<file path="config.mk">
export PLATFORM = sky130hd
export DESIGN_NAME = seg_frame_decoder
export DESIGN_NICKNAME = d
export VERILOG_FILES = /design/src/rtl/seg_frame_decoder.sv
export SDC_FILE = /design/constraint.sdc
export NUM_CORES = 1
export LEC_CHECK = 0
export ABC_AREA = 0
export ABC_CLOCK_PERIOD_IN_PS = 2900
export BUFFER_PORTS_ARGS = -buffer_cell sky130_fd_sc_hd__buf_2
export CAP_MARGIN = 5
export CORE_ASPECT_RATIO = 1.25
export CORE_UTILIZATION = 51
export DETAILED_ROUTE_END_ITERATION = 10
export MAX_ROUTING_LAYER = met4
export PLACE_DENSITY_LB_ADDON = 0.12
export SYNTH_ARGS = -nofsm -noshare
export SYNTH_HDL_FRONTEND = slang
export SYNTH_SLANG_ARGS = --single-unit
</file>
<file path="constraint.sdc">
create_clock -name clk -period 2.9 [get_ports clk]
set_input_delay 0.58 -clock clk [delete_from_list [all_inputs] [get_ports clk]]
set_output_delay 0.58 -clock clk [all_outputs]
set_load 0.05 [all_outputs]
</file>
<file path="src/rtl/seg_frame_decoder.sv">
// seg_frame_decoder: recovers hex digits from a multiplexed active-low 7-segment bus (optional blank digits via SEG_BLANK_DIGIT_EN)
module seg_frame_decoder #(
  parameter int STABLE_COUNT = 2
) (
  input  logic       clk,
  input  logic       rst_n,
  input  logic [6:0] seg_in,
  input  logic [1:0] dig_sel,
  input  logic       seg_strobe,
  output logic [3:0] value1,
  output logic [3:0] value2,
  output logic [3:0] value3,
  output logic [2:0] blank,
  output logic       frame_valid,
  output logic       seg_err,
  output logic       sync_err
);
  localparam logic [1:0] WAIT0 = 2'd0;
  localparam logic [1:0] WAIT1 = 2'd1;
  localparam logic [1:0] WAIT2 = 2'd2;
  localparam logic [3:0] STABLE = 4'(STABLE_COUNT);

  // Decoded digit: {invalid, blank, value}
  function automatic logic [5:0] dec(input logic [6:0] s);
    case (s)
      7'b1000000: dec = 6'h00;
      7'b1111001: dec = 6'h01;
      7'b0100100: dec = 6'h02;
      7'b0110000: dec = 6'h03;
      7'b0011001: dec = 6'h04;
      7'b0010010: dec = 6'h05;
      7'b0000010: dec = 6'h06;
      7'b1111000: dec = 6'h07;
      7'b0000000: dec = 6'h08;
      7'b0010000: dec = 6'h09;
      7'b0001000: dec = 6'h0a;
      7'b0000011: dec = 6'h0b;
      7'b1000110: dec = 6'h0c;
      7'b0100001: dec = 6'h0d;
      7'b0000110: dec = 6'h0e;
      7'b0001110: dec = 6'h0f;
`ifdef SEG_BLANK_DIGIT_EN
      7'b1111111: dec = 6'b010000;
`endif
      default:    dec = 6'b100000;
    endcase
  endfunction

  logic [1:0]  state_q, state_d;
  logic [5:0]  dig1_q, dig1_d, dig2_q, dig2_d;
  logic [3:0]  cnt_q, cnt_d;
  logic [14:0] prev_q, prev_d;
  logic        have_prev_q, have_prev_d;
  logic [3:0]  value1_q, value1_d, value2_q, value2_d, value3_q, value3_d;
  logic [2:0]  blank_q, blank_d;
  logic        frame_valid_q, frame_valid_d, seg_err_q, seg_err_d, sync_err_q, sync_err_d;
  logic [5:0]  cur;
  logic [14:0] frame;
  logic        match;

  // Slot sequencing, frame completion and stability counting
  always_comb begin
    cur           = dec(seg_in);
    frame         = {dig1_q[3:0], dig2_q[3:0], cur[3:0], cur[4], dig2_q[4], dig1_q[4]};
    match         = have_prev_q && frame == prev_q;
    state_d       = state_q;
    dig1_d        = dig1_q;
    dig2_d        = dig2_q;
    cnt_d         = cnt_q;
    prev_d        = prev_q;
    have_prev_d   = have_prev_q;
    value1_d      = value1_q;
    value2_d      = value2_q;
    value3_d      = value3_q;
    blank_d       = blank_q;
    frame_valid_d = 1'b0;
    seg_err_d     = 1'b0;
    sync_err_d    = 1'b0;
    if (seg_strobe && dig_sel != 2'd3) begin
      if (dig_sel == 2'd0) begin
        dig1_d     = cur;
        state_d    = WAIT1;
        sync_err_d = state_q != WAIT0;
      end else if (dig_sel == 2'd1 && state_q == WAIT1) begin
        dig2_d  = cur;
        state_d = WAIT2;
      end else if (dig_sel == 2'd2 && state_q == WAIT2) begin
        state_d = WAIT0;
        if (dig1_q[5] || dig2_q[5] || cur[5]) begin
          seg_err_d   = 1'b1;
          cnt_d       = 4'd0;
          have_prev_d = 1'b0;
        end else begin
          cnt_d = match ? (cnt_q == STABLE ? cnt_q : cnt_q + 4'd1) : 4'd1;
          if (!match) begin
            prev_d      = frame;
            have_prev_d = 1'b1;
          end
          if (cnt_d == STABLE && !(match && cnt_q == STABLE)) begin
            value1_d      = frame[14:11];
            value2_d      = frame[10:7];
            value3_d      = frame[6:3];
            blank_d       = frame[2:0];
            frame_valid_d = 1'b1;
          end
        end
      end else begin
        sync_err_d = 1'b1;
        state_d    = WAIT0;
      end
    end
  end

  // State and registered outputs, cleared asynchronously
  always_ff @(posedge clk or negedge rst_n) begin
    if (!rst_n) begin
      state_q       <= WAIT0;
      dig1_q        <= '0;
      dig2_q        <= '0;
      cnt_q         <= '0;
      prev_q        <= '0;
      have_prev_q   <= 1'b0;
      value1_q      <= '0;
      value2_q      <= '0;
      value3_q      <= '0;
      blank_q       <= '0;
      frame_valid_q <= 1'b0;
      seg_err_q     <= 1'b0;
      sync_err_q    <= 1'b0;
    end else begin
      state_q       <= state_d;
      dig1_q        <= dig1_d;
      dig2_q        <= dig2_d;
      cnt_q         <= cnt_d;
      prev_q        <= prev_d;
      have_prev_q   <= have_prev_d;
      value1_q      <= value1_d;
      value2_q      <= value2_d;
      value3_q      <= value3_d;
      blank_q       <= blank_d;
      frame_valid_q <= frame_valid_d;
      seg_err_q     <= seg_err_d;
      sync_err_q    <= sync_err_d;
    end
  end

  assign value1      = value1_q;
  assign value2      = value2_q;
  assign value3      = value3_q;
  assign blank       = blank_q;
  assign frame_valid = frame_valid_q;
  assign seg_err     = seg_err_q;
  assign sync_err    = sync_err_q;
endmodule
</file>
After elaboration in Yosys (flattened, before gate mapping) --
Cells that the tools add are included.
Cells by class: add/subtract/negate cells 1, multipliers 0, divide/modulo/power cells 0, $lt $le $gt $ge 0, equality and inequality tests 24, shift operators 0, multiplexer cells 23, bitwise operators 4, reductions and logical operators 18
Operators by type and width (count):
- 6-bit case mux with 16 select lines | 1
- 7-bit == test (second input constant) | 4
- 7-bit by 5-bit == test with 1-bit output (second input constant) | 3
- 7-bit by 6-bit == test with 1-bit output (second input constant) | 3
- 1-bit two-way mux | 17
- 15-bit == test | 1
- 7-bit by 2-bit == test with 1-bit output (second input constant) | 2
- 7-bit by 4-bit == test with 1-bit output (second input constant) | 2
- 4-bit two-way mux | 3
- 6-bit AND reduction | 2
- 4-bit by 2-bit == test with 1-bit output (second input constant) | 2
- 7-bit by 3-bit == test with 1-bit output (second input constant) | 1
- 7-bit zero test | 1
- 1-bit logical AND | 6
- 5-bit AND reduction | 1
- 4-bit by 1-bit adder with 4-bit output (second input constant) | 1
- 2-bit by 1-bit == test with 1-bit output (second input constant) | 2
- 2-bit == test (second input constant) | 2
- 2-bit two-way mux | 2
- 1-bit inverter | 4
- 4-bit AND reduction | 1
- 3-bit AND reduction | 1
- 2-bit zero test | 1
- 1-bit logical OR | 2
- 5 further kinds | 5
Storage, ports and cells: bits in registers 52, latch bits 0, RAM bits 0, ROM bits 0, input bits 12, output and inout bits 18, logic and storage cells 83, memories 0

Depth between registers and ports, before layout --
depth after elaboration 13, depth in mapped cells 9, mapped depth without buffers 7

Worst setup path before layout --
OpenSTA, ideal clock, no wires.
kind in2reg, start point input seg_in[6], end point register value3_q[2] (netlist: value3[2]), library setup time 0.128 ns, arrival time 2.676 ns, data required time 2.772 ns, path slack 0.096 ns, cell stages on the path 9, path buffers 2, cell sequence buf_12 -> or4b_1 -> a21oi_1 -> a221o_1 -> o221a_2 -> o221ai_1 -> nor4_4 -> buf_6 -> mux2_1
On the way: word-level cells in the longest chain between the ends 8, elaborated cells between the ends (all ways) 27, classes of those cells eq/ne: 17; mux: 2; bitwise: 1; reduce/logical: 7
RTL lines:
- start, declared | line 7 | input logic [6:0] seg_in,
- 7-bit by 4-bit == test with 1-bit output, or another cell as far along | line 25 | case (s)
- 6-bit case mux with 16 select lines * | line 25
- 15-bit == test | line 65 | match = have_prev_q && frame == prev_q;
- 1-bit logical AND | line 65
- 4-bit two-way mux or 1-bit logical AND (tied branches) | line 94, 99
- 4-bit by 2-bit == test with 1-bit output or 1-bit zero test (tied branches) | line 99 | if (cnt_d == STABLE && !(match && cnt_q == STABLE)) begin
- 1-bit logical AND | line 99
- 6-bit AND reduction (no source line)
- end signal, assigned | line 139 | value3_q <= value3_d;
- end, declared | line 54 | logic [3:0] value1_q, value1_d, value2_q, value2_d, value3_q, value3_d;
Mark *: on every way between the ends. The rest lies on a longest branch, timed or not. A chain may end at the register's enable or synchronous reset.

Final worst setup path --
start point input seg_in[5], end point register prev_q[7]
On the way: word-level cells in the longest chain between the ends 6, elaborated cells between the ends (all ways) 23, classes of those cells eq/ne: 16; mux: 1; bitwise: 2; reduce/logical: 4
RTL lines:
- 7-bit by 4-bit == test with 1-bit output, or another cell as far along | line 25
- 6-bit case mux with 16 select lines * | line 25
- 15-bit == test | line 65
- 1-bit logical AND | line 65
- 1-bit inverter (no source line)
- 6-bit AND reduction (no source line) *
- end signal, assigned | line 135 | prev_q <= prev_d;
- end, declared | line 52 | logic [14:0] prev_q, prev_d;
Marks and branches as above.

==> impl_metrics.json <==
{
  "post-dp-hpwl_mm": 3.994,
  "crit_chain": "buf_2 > buf_4 > nor3_1 > o21ai_0 > and2_1 > o21ai_0 > a2111oi_2 > nor2_2 > mux2_2",
  "cp.depth": 9,
  "critPathCapture": "prev_q[7]$_DFFE_PN0P_",
  "dr.max_layer_used": "met4",
  "antenna_found_initial": 0,
  "synthDistinctLibCells": 68,
  "synth_top_cell_by_area": "dfrtp_1",
  "yosysTopAreaCellShare_pct": 42.74,
  "drc": 0,
  "num_vias": 2002,
  "port_buffers": 26,
  "dieWidth_um": 65.57,
  "tightestPinTransition_ns": 0.9602,
  "cts_root_buffer": "clkbuf_8",
  "pwr_density_cell_nw_per_um2": 448.5,
  "grt_pass1_wl_mm": 8.921,
  "fmax_mhz": 366.0,
  "final_common_cell": "dfrtp_1",
  "peakVddDrop_mv": 0.4205,
  "pin_count": 30,
  "met3_length_um": 138,
  "synthCells": 243,
  "cts_sinks": 44,
  "layout_common_cells": "dfrtp_1, buf_4, buf_2, a21oi_1",
  "synth_edf_count": 0,
  "drive_gt1_share_pct": 35.55,
  "cpLargestDelayFamily": "simple AND/OR/NAND/NOR gates",
  "nets": 314,
  "critPathBufInv": 2,
  "dp.cells": 353,
  "die_h_um": 81.46,
  "hp-class": "input pin to asynchronous set/reset pin",
  "clkLatencyLatePin_ns": 0.29,
  "area_delta_synth_final_pct": 18.36,
  "met2_length_mm": 2.717,
  "holdWs_ns": 0.4307,
  "grt_pass1_vias": 1931,
  "cap_viol_max_count": 0,
  "fin_crit_sh_pct": 94.21,
  "clk_pin_slew_ns": 0.08,
  "grt_usage_pct": 23.13,
  "synthTopCellsByArea": "dfrtp_1, mux2_2, mux2_1, a21oi_1, xnor2_1",
  "slew_viol_final": 0,
  "cts_tree": "done",
  "totalWireLength_mm": 5.317,
  "reg2regPathDepth": 7,
  "status": "completed",
  "gp_congestion": 0.8259,
  "core_area_um2": 4800,
  "cpPeakStageDelay_ns": 0.40,
  "detail_route.wl_per_cell_um": 14.73,
  "required_ns": 3.08,
  "slew-limit-headroom_pct": 35.99,
  "grt_max_degree": 45,
  "htree_levels": 2,
  "endpoint_kind": "flip-flop",
  "yosysWarnings": 0,
  "cp_max_fo": 9,
  "crit_type": "input pin to flip-flop",
  "dr.first_iter.drc_count": 57,
  "start_util_pct": 53.68,
  "drt_pass1_iterations": 4,
  "holdBufCountCts": 0,
  "cts_resized": 0,
  "synth-async-reset-ratio_pct": 100.0,
  "p_leak_nw": 1.431,
  "syn_area_per_cell_um2": 10.60,
  "rrSetupSlack_ns": 0.65,
  "finalSetupViolCount": 0,
  "r2r_start": "prev_q[3]$_DFFE_PN0P_",
  "layout.cells.non_filler": 361,
  "min_period_ns": 2.732,
  "slowest_stage": "nor2_2",
  "die_area_um2": 5341,
  "rr_endpoint": "prev_q[7]$_DFFE_PN0P_",
  "worstPathArrival_ns": 2.91,
  "skew_ns": 0.005735,
  "cts_setup_buffers": 0,
  "yosysSeqAreaShare_pct": 42.74,
  "ant_nets": 0,
  "final-hold-violation-count": 0,
  "cts_buffer_depth": 2,
  "cp-start-kind": "input pin",
  "crit_path_start": "seg_in[5]",
  "numCtsBuffers": 5,
  "antennaDiodeCount": 0,
  "crit_path_frequent_cell": "o21ai_0",
  "grt_overflow": 0,
  "synthFlopType": "dfrtp_1",
  "ys_ff_latch": 44,
  "rsz0062_at_grt": "no",
  "viasPerCell": 5.546,
  "wl_met1_mm": 2.308,
  "std_cell_rows": 28,
  "synth_area_um2": 2576
}
-- cell families after synthesis --
group,share of synthesized area (%)
XOR/XNOR,3.400
other,0.1456
AO/OA/AOI/OAI,15.11
flip-flops,42.74
multiplexers,11.27
buffers and inverters,6.508
adder cells (fa/ha/maj),0.9712
AND/OR/NAND/NOR,19.86
-- area by class of cell --
| class | count | area (µm²) |
|---|---|---|
| Fill cell | 405 | 1750 |
| Multi-Input combinational cell | 177 | 1315 |
| Sequential cell | 44 | 1101 |
| Timing Repair Buffer | 61 | 405.4 |
| Tap cell | 60 | 75.07 |
| Clock buffer | 5 | 68.82 |
| Clock inverter | 3 | 42.54 |
| Inverter | 11 | 41.29 |
-- sequential cells by signal, summed over array words and instances, names as in the netlist --
register / count
have_prev_q: 1
value2: 4
seg_err: 1
state_q: 2
cnt_q: 4
frame_valid: 1
dig2_q: 5
dig1_q: 5
prev_q: 12
value1: 4
sync_err: 1
value3: 4
-- cell usage after synthesis, drive strengths merged, types with 2 or more instances --
| cell | n |
|---|---|
| dfrtp | 44 |
| mux2 | 24 |
| a21oi | 17 |
| nand2 | 16 |
| nor2 | 15 |
| o21ai | 12 |
| inv | 11 |
| nor3 | 10 |
| buf | 9 |
| xnor2 | 9 |
| nand3 | 5 |
| a211oi | 4 |
| and2 | 4 |
| clkbuf | 4 |
| nor3b | 4 |
| and3 | 3 |
| and3b | 3 |
| nand4 | 3 |
| nor4 | 3 |
| o22ai | 3 |
| a2111oi | 2 |
| and4b | 2 |
| ha | 2 |
| mux2i | 2 |
| nand3b | 2 |
| or3 | 2 |
| or4 | 2 |
-- through the flow --
step / TNS (ns) / cell area (µm²) / worst slack [ns] / power [W] / utilization, %
floorplan: 0 / 2584 / 0.09604 / 0.0008505 / -
global placement: -2.592 / 2938 / -0.1405 / 0.0009188 / 61.21
detailed placement: -2.024 / 2938 / -0.1242 / 0.0009238 / 61.21
CTS: 0 / 3049 / 0.1685 / 0.001388 / 63.53
global route: 0 / 3049 / 0.01409 / 0.001439 / 63.53
finish: 0 / 3049 / 0.1679 / 0.001367 / 63.53
-- layer usage --
metal / vias to the layer above / track usage (%)
met5: - / -
met4: 0 / 10.43
met2: 38 / 39.79
met1: 952 / 26.58
li1: 998 / -
met3: 14 / 3.472
-- worst register-to-register path, delay by kind of cell (launching register included) --
family,cells,cell delay (ns)
buffers and inverters,1,0.15
DFF,1,0.42
and+or+nand+nor,2,0.55
muxes,1,0.40
AOI/OAI and AO/OA,3,0.62
-- worst min path at each step --
stage                          startpoint               endpoint  slack [ns]
floorplan                           rst_n   cnt_q[0]$_DFFE_PN0P_        0.28
global placement    value2[0]$_DFFE_PN0P_  value2[0]$_DFFE_PN0P_        0.46
detailed placement  value2[1]$_DFFE_PN0P_  value2[1]$_DFFE_PN0P_        0.47
CTS                                 rst_n  value2[2]$_DFFE_PN0P_        0.45
global route        value2[0]$_DFFE_PN0P_  value2[0]$_DFFE_PN0P_        0.50
finish                              rst_n  value2[2]$_DFFE_PN0P_        0.43
-- power breakdown --
group / total, W / switching (W) / internal [W]
logic: 0.000229 / 0.000131 / 0.0000975
clock network: 0.000456 / 0.000201 / 0.000255
registers: 0.000683 / 0.0000328 / 0.000650
Note: power is estimated with default switching activity, not from simulation.
